==> src/rtl/flp_norm_rnd_pkg.sv <==
// Shared definitions for the FP normalize-and-round datapath:
// FSM state encoding, FP32 field widths and internal exponent width.
package flp_norm_rnd_pkg;

  typedef enum logic [1:0] {
    IDLE  = 2'd0,
    NORM  = 2'd1,
    ROUND = 2'd2,
    DONE  = 2'd3
  } state_t;

  localparam int unsigned EXP_W  = 8;
  localparam int unsigned FRAC_W = 23;
  localparam int unsigned IEXP_W = 10;
  localparam int          EXP_MAX = 255;

endpackage

==> src/rtl/flp_norm_rnd_if.sv <==
// Operand/result handshake bundle between the mantissa adder, the
// normalize-and-round stage and the FP result register.
interface flp_norm_rnd_if #(
  parameter int unsigned WIDTH = 27
);
  logic             i_vld;
  logic             o_rdy;
  logic             i_sn;
  logic [WIDTH:0]   i_sg;
  logic             i_zero;
  logic [7:0]       i_exp;
  logic             o_vld;
  logic             i_rdy;
  logic [31:0]      o_res;

  modport master (
    output i_vld, i_sn, i_sg, i_zero, i_exp, i_rdy,
    input  o_rdy, o_vld, o_res
  );

  modport slave (
    input  i_vld, i_sn, i_sg, i_zero, i_exp, i_rdy,
    output o_rdy, o_vld, o_res
  );
endinterface

==> src/rtl/flp_norm_rnd_rnd_ne.sv <==
// Round-to-nearest-even on a 24-bit significand given guard/round/sticky.
// Combinational; also intended for the multiplier path.
module flp_rnd_ne
  import flp_norm_rnd_pkg::*;
(
  input  logic [FRAC_W:0] m24,
  input  logic            g,
  input  logic            r,
  input  logic            s,
  output logic [FRAC_W:0] m24_rnd,
  output logic            cout
);

  logic inc;

  always_comb begin
    inc = g & (r | s | m24[0]);
    {cout, m24_rnd} = {1'b0, m24} + {{(FRAC_W + 1){1'b0}}, inc};
  end

endmodule

==> src/rtl/flp_norm_rnd.sv <==
// Multi-cycle normalize (one bit per cycle) and round-to-nearest-even stage
// producing a packed FP32 result from the adder's sign-magnitude sum.
module flp_norm_rnd
  import flp_norm_rnd_pkg::*;
#(
  parameter int unsigned WIDTH = 27
) (
  input logic           clk,
  input logic           rst,
  flp_norm_rnd_if.slave bus
);

  // Magnitude is held one bit wider than the input with an extra LSB that
  // catches the bit shifted out by a carry shift, so sticky always exists.
  // Layout: [WIDTH+1]=carry, [WIDTH]=hidden, then 23 frac, G, R, sticky.
  state_t                    state;
  logic [WIDTH+1:0]          mag;
  logic signed [IEXP_W-1:0]  exp_q;
  logic                      sn;
  logic                      vld;
  logic [31:0]               res;

  logic [FRAC_W:0]           m24;
  logic                      g, r, s;
  logic [FRAC_W:0]           rnd;
  logic                      cout;
  logic [FRAC_W:0]           m_fin;
  logic signed [IEXP_W-1:0]  exp_fin;
  logic [EXP_W-1:0]          exp_field;
  logic [31:0]               round_res;

  always_comb begin
    m24 = mag[WIDTH -: (FRAC_W + 1)];
    g   = mag[WIDTH - 24];
    r   = mag[WIDTH - 25];
    s   = |mag[WIDTH - 26:0];
  end

  flp_rnd_ne u_rnd (
    .m24     (m24),
    .g       (g),
    .r       (r),
    .s       (s),
    .m24_rnd (rnd),
    .cout    (cout)
  );

  always_comb begin
    m_fin     = cout ? {1'b1, rnd[FRAC_W:1]} : rnd;
    exp_fin   = cout ? exp_q + 10'sd1 : exp_q;
    // A denormal that rounds up into the hidden bit picks up exp field 1
    // naturally, since its internal exponent is already 1.
    exp_field = m_fin[FRAC_W] ? exp_fin[EXP_W-1:0] : '0;
    if (exp_fin >= 10'(EXP_MAX))
      round_res = {sn, 8'hFF, 23'b0};
    else
      round_res = {sn, exp_field, m_fin[FRAC_W-1:0]};
  end

  always_ff @(posedge clk) begin
    if (rst) begin
      state <= IDLE;
      mag   <= '0;
      exp_q <= '0;
      sn    <= 1'b0;
      vld   <= 1'b0;
      res   <= '0;
    end else begin
      case (state)
        IDLE: begin
          if (bus.i_vld) begin
            sn    <= bus.i_sn;
            mag   <= {bus.i_sg, 1'b0};
            exp_q <= (bus.i_exp == 8'd0) ? 10'sd1 : signed'({2'b00, bus.i_exp});
            if (bus.i_zero) begin
              res   <= {bus.i_sn, 31'b0};
              vld   <= 1'b1;
              state <= DONE;
            end else begin
              state <= NORM;
            end
          end
        end
        NORM: begin
          if (mag[WIDTH+1]) begin
            mag   <= {1'b0, mag[WIDTH+1:2], mag[1] | mag[0]};
            exp_q <= exp_q + 10'sd1;
            state <= ROUND;
          end else if (mag[WIDTH] || exp_q == 10'sd1) begin
            state <= ROUND;
          end else begin
            mag   <= {mag[WIDTH:0], 1'b0};
            exp_q <= exp_q - 10'sd1;
          end
        end
        ROUND: begin
          res   <= round_res;
          vld   <= 1'b1;
          state <= DONE;
        end
        DONE: begin
          if (bus.i_rdy) begin
            vld   <= 1'b0;
            state <= IDLE;
          end
        end
        default: state <= IDLE;
      endcase
    end
  end

  assign bus.o_rdy = (state == IDLE);
  assign bus.o_vld = vld;
  assign bus.o_res = res;

endmodule

==> src/flat_wrapper.sv <==
// flat-port wrapper written by rule: the top's interface ports become plain ports
module flp_norm_rnd_flat import flp_norm_rnd_pkg::*;
#(
  parameter int unsigned WIDTH = 27
)
  (clk, rst, bus_i_vld, bus_i_sn, bus_i_sg, bus_i_zero, bus_i_exp, bus_i_rdy, bus_o_rdy, bus_o_vld, bus_o_res);
  flp_norm_rnd_if #(.WIDTH(WIDTH)) bus_i ();
  input logic clk;
  input logic rst;
  input wire logic [$bits(bus_i.i_vld)-1:0] bus_i_vld;
  input wire logic [$bits(bus_i.i_sn)-1:0] bus_i_sn;
  input wire logic [$bits(bus_i.i_sg)-1:0] bus_i_sg;
  input wire logic [$bits(bus_i.i_zero)-1:0] bus_i_zero;
  input wire logic [$bits(bus_i.i_exp)-1:0] bus_i_exp;
  input wire logic [$bits(bus_i.i_rdy)-1:0] bus_i_rdy;
  output wire logic [$bits(bus_i.o_rdy)-1:0] bus_o_rdy;
  output wire logic [$bits(bus_i.o_vld)-1:0] bus_o_vld;
  output wire logic [$bits(bus_i.o_res)-1:0] bus_o_res;
  assign bus_i.i_vld = bus_i_vld;
  assign bus_i.i_sn = bus_i_sn;
  assign bus_i.i_sg = bus_i_sg;
  assign bus_i.i_zero = bus_i_zero;
  assign bus_i.i_exp = bus_i_exp;
  assign bus_i.i_rdy = bus_i_rdy;
  assign bus_o_rdy = bus_i.o_rdy;
  assign bus_o_vld = bus_i.o_vld;
  assign bus_o_res = bus_i.o_res;
  flp_norm_rnd #(.WIDTH(WIDTH)) u_core (.clk(clk), .rst(rst), .bus(bus_i));
endmodule
==> config.mk <==
export PLATFORM = sky130hd
export DESIGN_NAME = flp_norm_rnd_flat
export DESIGN_NICKNAME = d
export VERILOG_FILES = /design/src/rtl/flp_norm_rnd_pkg.sv /design/src/rtl/flp_norm_rnd_if.sv /design/src/rtl/flp_norm_rnd_rnd_ne.sv /design/src/rtl/flp_norm_rnd.sv /design/src/flat_wrapper.sv
export SDC_FILE = /design/constraint.sdc
export NUM_CORES = 1
export LEC_CHECK = 0
export CAP_MARGIN = 25
export CORE_UTILIZATION = 30
export CTS_BUF_LIST = sky130_fd_sc_hd__clkbuf_8
export CTS_CLUSTER_SIZE = 40
export DETAILED_ROUTE_END_ITERATION = 10
export HOLD_SLACK_MARGIN = 0.08
export PLACE_DENSITY = 0.53
export SLEW_MARGIN = 20
export SYNTH_ARGS = -nofsm -noshare
export SYNTH_HDL_FRONTEND = slang
export SYNTH_HIERARCHICAL = 1
export SYNTH_SLANG_ARGS = --single-unit
==> constraint.sdc <==
create_clock -name clk -period 2.9 [get_ports clk]
set_input_delay 0.29 -clock clk [delete_from_list [all_inputs] [get_ports clk]]
set_output_delay 0.29 -clock clk [all_outputs]
set_load 0.02 [all_outputs]
Word level (Yosys, flattened, before mapping) --
Cells that the tools add are included. Widths: inputs -> output; s select.
Word-level totals: logic and storage cells 63, output and inout bits 34, bits of input ports 42, register bits after elaboration 75
Cells by class: multiplexer cells 26, magnitude comparators 1, reductions and logical operators 13, bitwise logic cells 4, equality and inequality tests 9, add/sub/neg operators 3
Operators by type and width (number):
- $mux 29 | 3
- $mux 32 | 2
- $pmux 32 s2 | 1
- $pmux 29 s2 | 1
- $mux 10 | 4
- $mux 31 | 1
- $add 24x1->25 | 1
- $mux 24 | 1
- $pmux 10 s2 | 1
- $mux 8 | 2
- $add 10x2->10 const B | 1
- $eq 10x2->1 const B | 1
- $ge 10x9->1 const B | 1
- $mux 2 | 5
- $sub 10x2->10 const B | 1
- $reduce_and 3->1 | 3
- $logic_not 8->1 | 1
- $pmux 2 s4 | 1
- $ne 2x2->1 const B | 3
- $eq 2x2->1 const B | 2
- $reduce_and 2->1 | 2
- $reduce_and 4->1 | 1
- $reduce_bool 2->1 | 2
- $mux 1 | 3
- 10 further kinds | 12

Longest topological paths before layout --
Gate-level depths: netlist of run 1.
depth in word-level cells 9, mapped depth 12, gate-level depth less buffers 10

Hierarchy --
The synthesis of run 1 kept the hierarchy.
By module, submodules not included:
- flp_norm_rnd | cells an instance 558, area each 4456.8 sq um, times used 1, sequential area each 1501.4 sq um
- flp_rnd_ne | cells an instance 66, area each 466.7 sq um, times used 1, sequential area each 0.0 sq um

Worst setup path after synthesis of run 1 --
No wires, ideal clock.
path kind register -> register, from register u_core.mag[3], to register u_core.res[19], in the netlist u_core/bus.o_res[19], path slack -0.161 ns, data arrival time 2.944 ns, library setup time 0.117 ns, cell stages (with the launch flop) 13, period minus slack after synthesis 3.061 ns, data required time 2.783 ns, path buffers 2, cells stage by stage dfxtp_1 and2_1 ha_1 nand4_2 nor4_4 and4_1 buf_2 nand3b_1 a211o_1 a211oi_2 a2111oi_4 buf_6 a22o_1
Between the ends: word-level cells in the longest chain between the ends 6, elaborated cells between the ends (all ways) 7, those cells by class add/sub (1); order compare (1); mux (4); bitwise (1)
RTL lines:
- from (decl) | RTL line flp_norm_rnd.sv:17 | logic [WIDTH+1:0] mag;
- from (signal assigned) | RTL line flp_norm_rnd.sv:73 | mag <= {bus.i_sg, 1'b0};
- from (signal assigned) | RTL line flp_norm_rnd.sv:86 | mag <= {1'b0, mag[WIDTH+1:2], mag[1] | mag[0]};
- from (signal assigned) | RTL line flp_norm_rnd.sv:92 | mag <= {mag[WIDTH:0], 1'b0};
- $and 1x1->1 (*) | RTL line flp_norm_rnd_rnd_ne.sv:17 | inc = g & (r | s | m24[0]);
- $add 24x1->25 (*) | RTL line flp_norm_rnd_rnd_ne.sv:18 | {cout, m24_rnd} = {1'b0, m24} + {{(FRAC_W + 1){1'b0}}, inc};
- via u_core.cout | RTL line flp_norm_rnd.sv:26 | logic cout;
- $mux 10 | RTL line flp_norm_rnd.sv:50 | exp_fin = cout ? exp_q + 10'sd1 : exp_q;
- $ge 10x9->1 | RTL line flp_norm_rnd.sv:54 | if (exp_fin >= 10'(EXP_MAX))
- $mux 31 (*) | RTL line flp_norm_rnd.sv:54
- $pmux 32 s2 (*) | RTL line flp_norm_rnd.sv:69 | case (state)
- to (signal assigned) | RTL line flp_norm_rnd.sv:76 | res <= {bus.i_sn, 31'b0};
- to (signal assigned) | RTL line flp_norm_rnd.sv:97 | res <= round_res;
- to (decl) | RTL line flp_norm_rnd.sv:21 | logic [31:0] res;
The timed path passes the listed nets; every way through them passes the cells marked *. A chain may end at the register's enable or synchronous reset.

Worst setup path after layout of run 1 --
from register u_core.mag[4], to register u_core.res[22], in the netlist u_core/bus.o_res[22]
Between the ends: word-level cells in the longest chain between the ends 7, elaborated cells between the ends (all ways) 8, those cells by class add/sub (1); order compare (1); mux (4); bitwise (2)
RTL lines (RTL line):
- $or 1x1->1 | flp_norm_rnd_rnd_ne.sv:17
- $and 1x1->1 | flp_norm_rnd_rnd_ne.sv:17
- $add 24x1->25 (*) | flp_norm_rnd_rnd_ne.sv:18
- via u_core.cout | flp_norm_rnd.sv:26
- $mux 10 | flp_norm_rnd.sv:50
- $ge 10x9->1 | flp_norm_rnd.sv:54
- $mux 31 (*) | flp_norm_rnd.sv:54
- $pmux 32 s2 (*) | flp_norm_rnd.sv:69
Marks and branches as above.

==> results.json, run 1 <==
{
  "hold_path.class": "input port to flip-flop",
  "global_route.overflow_total": 0,
  "synth_top_area_share_pct": 30.5,
  "post-route-worst-setup-slack_ps": 94.4,
  "synth_enable_flop_cells": 0,
  "synth.top_cells.by_area": "sky130_fd_sc_hd__dfxtp_1, sky130_fd_sc_hd__a21oi_1, sky130_fd_sc_hd__nor2_1",
  "syn-instance-count": 624,
  "synthDominantAreaCellType": "sky130_fd_sc_hd__dfxtp_1",
  "num_rows": 46,
  "worstPathRequired_ps": 3150,
  "final.fill_count": 1630,
  "clkSinkCount": 75,
  "power.static_leakage_uw": 0.00230,
  "post_route_cells_drive_above_1_share_pct": 16.6,
  "setup_viol": 0,
  "yosys_register_bits": 75,
  "dieWidth_um": 130,
  "synth-compound-area-share_pct": 25.1,
  "count_of_pins_on_the_block_boundary": 76,
  "number_of_iterations_in_the_first_detailed_routing_pass": 5,
  "synthXorXnorAreaFrac_pct": 4.63,
  "pd_cells_nw_per_um2": 930,
  "detail_route.vias_per_cell": 5.27,
  "ir_drop_v": 0.000314,
  "power_switching_share_pct": 46.4,
  "worst_setup_path_end_kind": "flip-flop",
  "clock_tree_from_tritoncts": "built",
  "synthDistinctLibCells": 69,
  "pre_cts_slack_ps": 75.4,
  "half_perimeter_wire_length_of_the_detailed_placement_result_mm": 10.7,
  "via_count": 4886,
  "ys_seq_area_share_pct": 30.5,
  "post_synth_mux_area_share_pct": 6.07,
  "syn_nets": 675,
  "initial_utilization_pct": 30.9,
  "ys_warn_count": 6,
  "timing.critical_path.slowest_cell_delay_ps": 340,
  "report.power.total_uw": 5900,
  "status": "completed",
  "timing.fmax_mhz": 356,
  "power.clock.fraction_pct": 13.8,
  "startpoint_type": "flip-flop",
  "grt_setup_unrepaired": "true",
  "worstPathBufferInverterCount": 3,
  "internal_power_uw": 3160,
  "die_h_um": 130,
  "antenna_violating_nets_left": 0,
  "finalCriticalPeriod_ps": 2810,
  "n_antenna_cell": 0,
  "synth.cell_area_sq_um": 4920,
  "power_frac_seq_pct": 29.4,
  "grt_start_max_net_pins": 59,
  "wl_per_cell_um": 15.9,
  "worst-setup-path-type": "flip-flop to flip-flop",
  "clock_insertion_delay_worst_skew_ps": 360,
  "cts-buffers-inserted": 9,
  "io_buffers": 75,
  "slew_viol_final": 0,
  "final_util_pct": 39.8,
  "post_dp_cell_area_sq_um": 6060,
  "cts.reportedPaths.clkPinSlew_ps": 80,
  "critical_path.cell_chain": "and2_4 -> ha_4 -> nand4_4 -> nor4_4 -> and4_4 -> buf_6 -> nand2b_1 -> o31a_1 -> a211oi_2 -> a2111oi_4 -> buf_4 -> buf_12 -> a22o_1",
  "synth_top_family_by_area": "simple AND/OR/NAND/NOR gates",
  "worst-path-max-fanout": 12,
  "avgSynthCellArea_sq_um": 7.89,
  "timing_worst_slew_pin_value_ps": 626,
  "post-route-drc-count": 0,
  "synthTopCellsByCount": "sky130_fd_sc_hd__nor2_1, sky130_fd_sc_hd__dfxtp_1, sky130_fd_sc_hd__a21oi_1",
  "multiInputGateArea_sq_um": 3150,
  "timing.critical_path.arrival_ps": 3050,
  "clock_tree.root_cell": "sky130_fd_sc_hd__clkbuf_8",
  "setup_tns_ps": 0,
  "setup.reg_to_reg.worst_slack_ps": 90,
  "worst_path_max_delay_cell": "sky130_fd_sc_hd__dfxtp_2",
  "grt_pass1_wl_mm": 24.1,
  "comb_power_share_pct": 56.8,
  "cts.htree.levels": 3,
  "final.setup_skew_ps": 13.3,
  "synth_ff_type": "sky130_fd_sc_hd__dfxtp_1",
  "cap_violations": 0,
  "antenna_found_initial": 0,
  "p_sw_uw": 2740,
  "synthMostInstantiatedCell": "sky130_fd_sc_hd__nor2_1",
  "finalHoldViolations": 0,
  "fin_nets": 758,
  "design.core.area_sq_um": 15900,
  "synth_simple_gate_area_share_pct": 25.1,
  "crit_family": "compound AO/OA/AOI/OAI gates",
  "seqCellArea_sq_um": 1510,
  "design.die.area_sq_um": 16900,
  "drt-total-wl_mm": 14.8,
  "vias_in_the_first_global_route": 4601,
  "drt-initial-drc-count": 441,
  "cts-root-to-sink-buffers": 2,
  "timing.max_slew.rel_slack_pct": 58.3,
  "grt_use_total_pct": 18.1,
  "place.gp.congestion": 0.835,
  "ys_async_sr_fraction_pct": 0,
  "arithmetic_cell_share_of_the_synthesized_area_counting_full_adders_half_adders_and_majority_gates_pct": 2.29,
  "stdcell_area_sq_um": 6340,
  "min_period_over_period_pct": 96.7,
  "area_growth_pct": 28.8
}
[sequential cells by signal, indices dropped and copies added, names as in the netlist]
signal and count:
u_core/bus.o_vld 1, u_core/mag 29, u_core/sn 1, u_core/state 2, u_core/exp_q 10, u_core/bus.o_res 32
[power groups by stage]
stage	combinational [uW]	clock, uW	sequential (uW)
floorplan	2190	0	1740
global placement	3260	0	1730
detailed placement	3280	0	1740
CTS	3310	838	1710
global route	3690	885	1790
finish	3350	812	1730
[kinds of logic after synthesis]
| kind of cell | Yosys count |
|---|---|
| and+or+nand+nor | 243 |
| AOI/OAI and AO/OA | 176 |
| DFF | 75 |
| buffers and inverters | 68 |
| muxes | 27 |
| xor gates and xnor gates | 26 |
| adders and majority gates | 9 |
[cell type report]
cell class / count / area share, %
Clock buffer: 9 / 1.95
Clock inverter: 7 / 1.09
Inverter: 15 / 0.888
Multi-Input combinational cell: 481 / 49.7
Sequential cell: 75 / 23.7
Tap cell: 216 / 4.26
Timing Repair Buffer: 125 / 18.4
[final timing paths]
| check | startpoint | endpoint | cells after the start |
|---|---|---|---|
| worst max register to register | u_core/mag[4] | u_core/bus.o_res[22] | 13 |
| worst max-delay path | u_core/mag[4] | u_core/bus.o_res[22] | 13 |
| worst min register to register | u_core/sn | u_core/sn | 2 |
| worst min-delay path | rst | u_core/bus.o_res[31] | 2 |
[layer usage]
metal | track usage (%) | vias up | wire, um
met4 | 6.63 | 0 | 197
met1 | 26.3 | 2313 | 7520
li1 | - | 2436 | -
met3 | 2.17 | 16 | 545
met5 | 0 | - | 0
met2 | 27.1 | 121 | 6530
[worst register-to-register path: stages (launching register included)]
cell and delay, ps:
sky130_fd_sc_hd__dfxtp_2 340, sky130_fd_sc_hd__and2_4 150, sky130_fd_sc_hd__ha_4 150, sky130_fd_sc_hd__nand4_4 130
sky130_fd_sc_hd__nor4_4 190, sky130_fd_sc_hd__and4_4 340, sky130_fd_sc_hd__buf_6 120, sky130_fd_sc_hd__nand2b_1 70
sky130_fd_sc_hd__o31a_1 250, sky130_fd_sc_hd__a211oi_2 340, sky130_fd_sc_hd__a2111oi_4 110, sky130_fd_sc_hd__buf_4 180
sky130_fd_sc_hd__buf_12 140, sky130_fd_sc_hd__a22o_1 190
[stage by stage]
stage	hold WS [ps]	std cells
3_3_place_gp	443	907
4_1_cts	432	923
6_report	441	928
3_5_place_dp	456	907
5_1_grt	460	928
2_1_floorplan	436	624
[timing repair]
item,4_1_cts,5_1_grt
resized for setup,0,9
hold buffers,0,0
setup buffers,0,4
setup endpoints to repair,0,30
[cells in the final DEF (no fill, tap or decap), types with 6 or more instances in the layout]
cell type / count
sky130_fd_sc_hd__dfxtp_1: 72
sky130_fd_sc_hd__mux2_2: 23
sky130_fd_sc_hd__a211oi_1: 33
sky130_fd_sc_hd__a22o_1: 23
sky130_fd_sc_hd__o211ai_1: 6
sky130_fd_sc_hd__buf_4: 46
sky130_fd_sc_hd__a31oi_1: 9
sky130_fd_sc_hd__inv_1: 15
sky130_fd_sc_hd__clkbuf_8: 9
sky130_fd_sc_hd__nor2_1: 81
sky130_fd_sc_hd__a21oi_1: 62
sky130_fd_sc_hd__clkdlybuf4s50_1: 74
sky130_fd_sc_hd__nand4_1: 11
sky130_fd_sc_hd__nor3_1: 34
sky130_fd_sc_hd__nand3_1: 15
sky130_fd_sc_hd__o21ai_0: 11
sky130_fd_sc_hd__ha_1: 7
sky130_fd_sc_hd__xor2_1: 9
sky130_fd_sc_hd__nand2_1: 53
sky130_fd_sc_hd__and3_1: 7
sky130_fd_sc_hd__xnor2_1: 17
Note: power is estimated with default switching activity, not from simulation.
==> run 2, diff against run 1 <==
--- a/config.mk
+++ b/config.mk
@@ -6,6 +6,7 @@
 export NUM_CORES = 1
 export LEC_CHECK = 0
 export CAP_MARGIN = 25
+export CORE_MARGIN = 1
 export CORE_UTILIZATION = 30
 export CTS_BUF_LIST = sky130_fd_sc_hd__clkbuf_8
 export CTS_CLUSTER_SIZE = 40
==> results of run 2 <==
The final DEF is identical to that of run 1; final timing and power are the same.
==> run 3, diff against run 2 <==
--- a/config.mk
+++ b/config.mk
@@ -9,6 +9,7 @@
 export CORE_MARGIN = 1
 export CORE_UTILIZATION = 30
 export CTS_BUF_LIST = sky130_fd_sc_hd__clkbuf_8
+export CTS_CLUSTER_DIAMETER = 80
 export CTS_CLUSTER_SIZE = 40
 export DETAILED_ROUTE_END_ITERATION = 10
 export HOLD_SLACK_MARGIN = 0.08
==> results of run 3 <==
The final DEF is identical to that of run 1; final timing and power are the same.
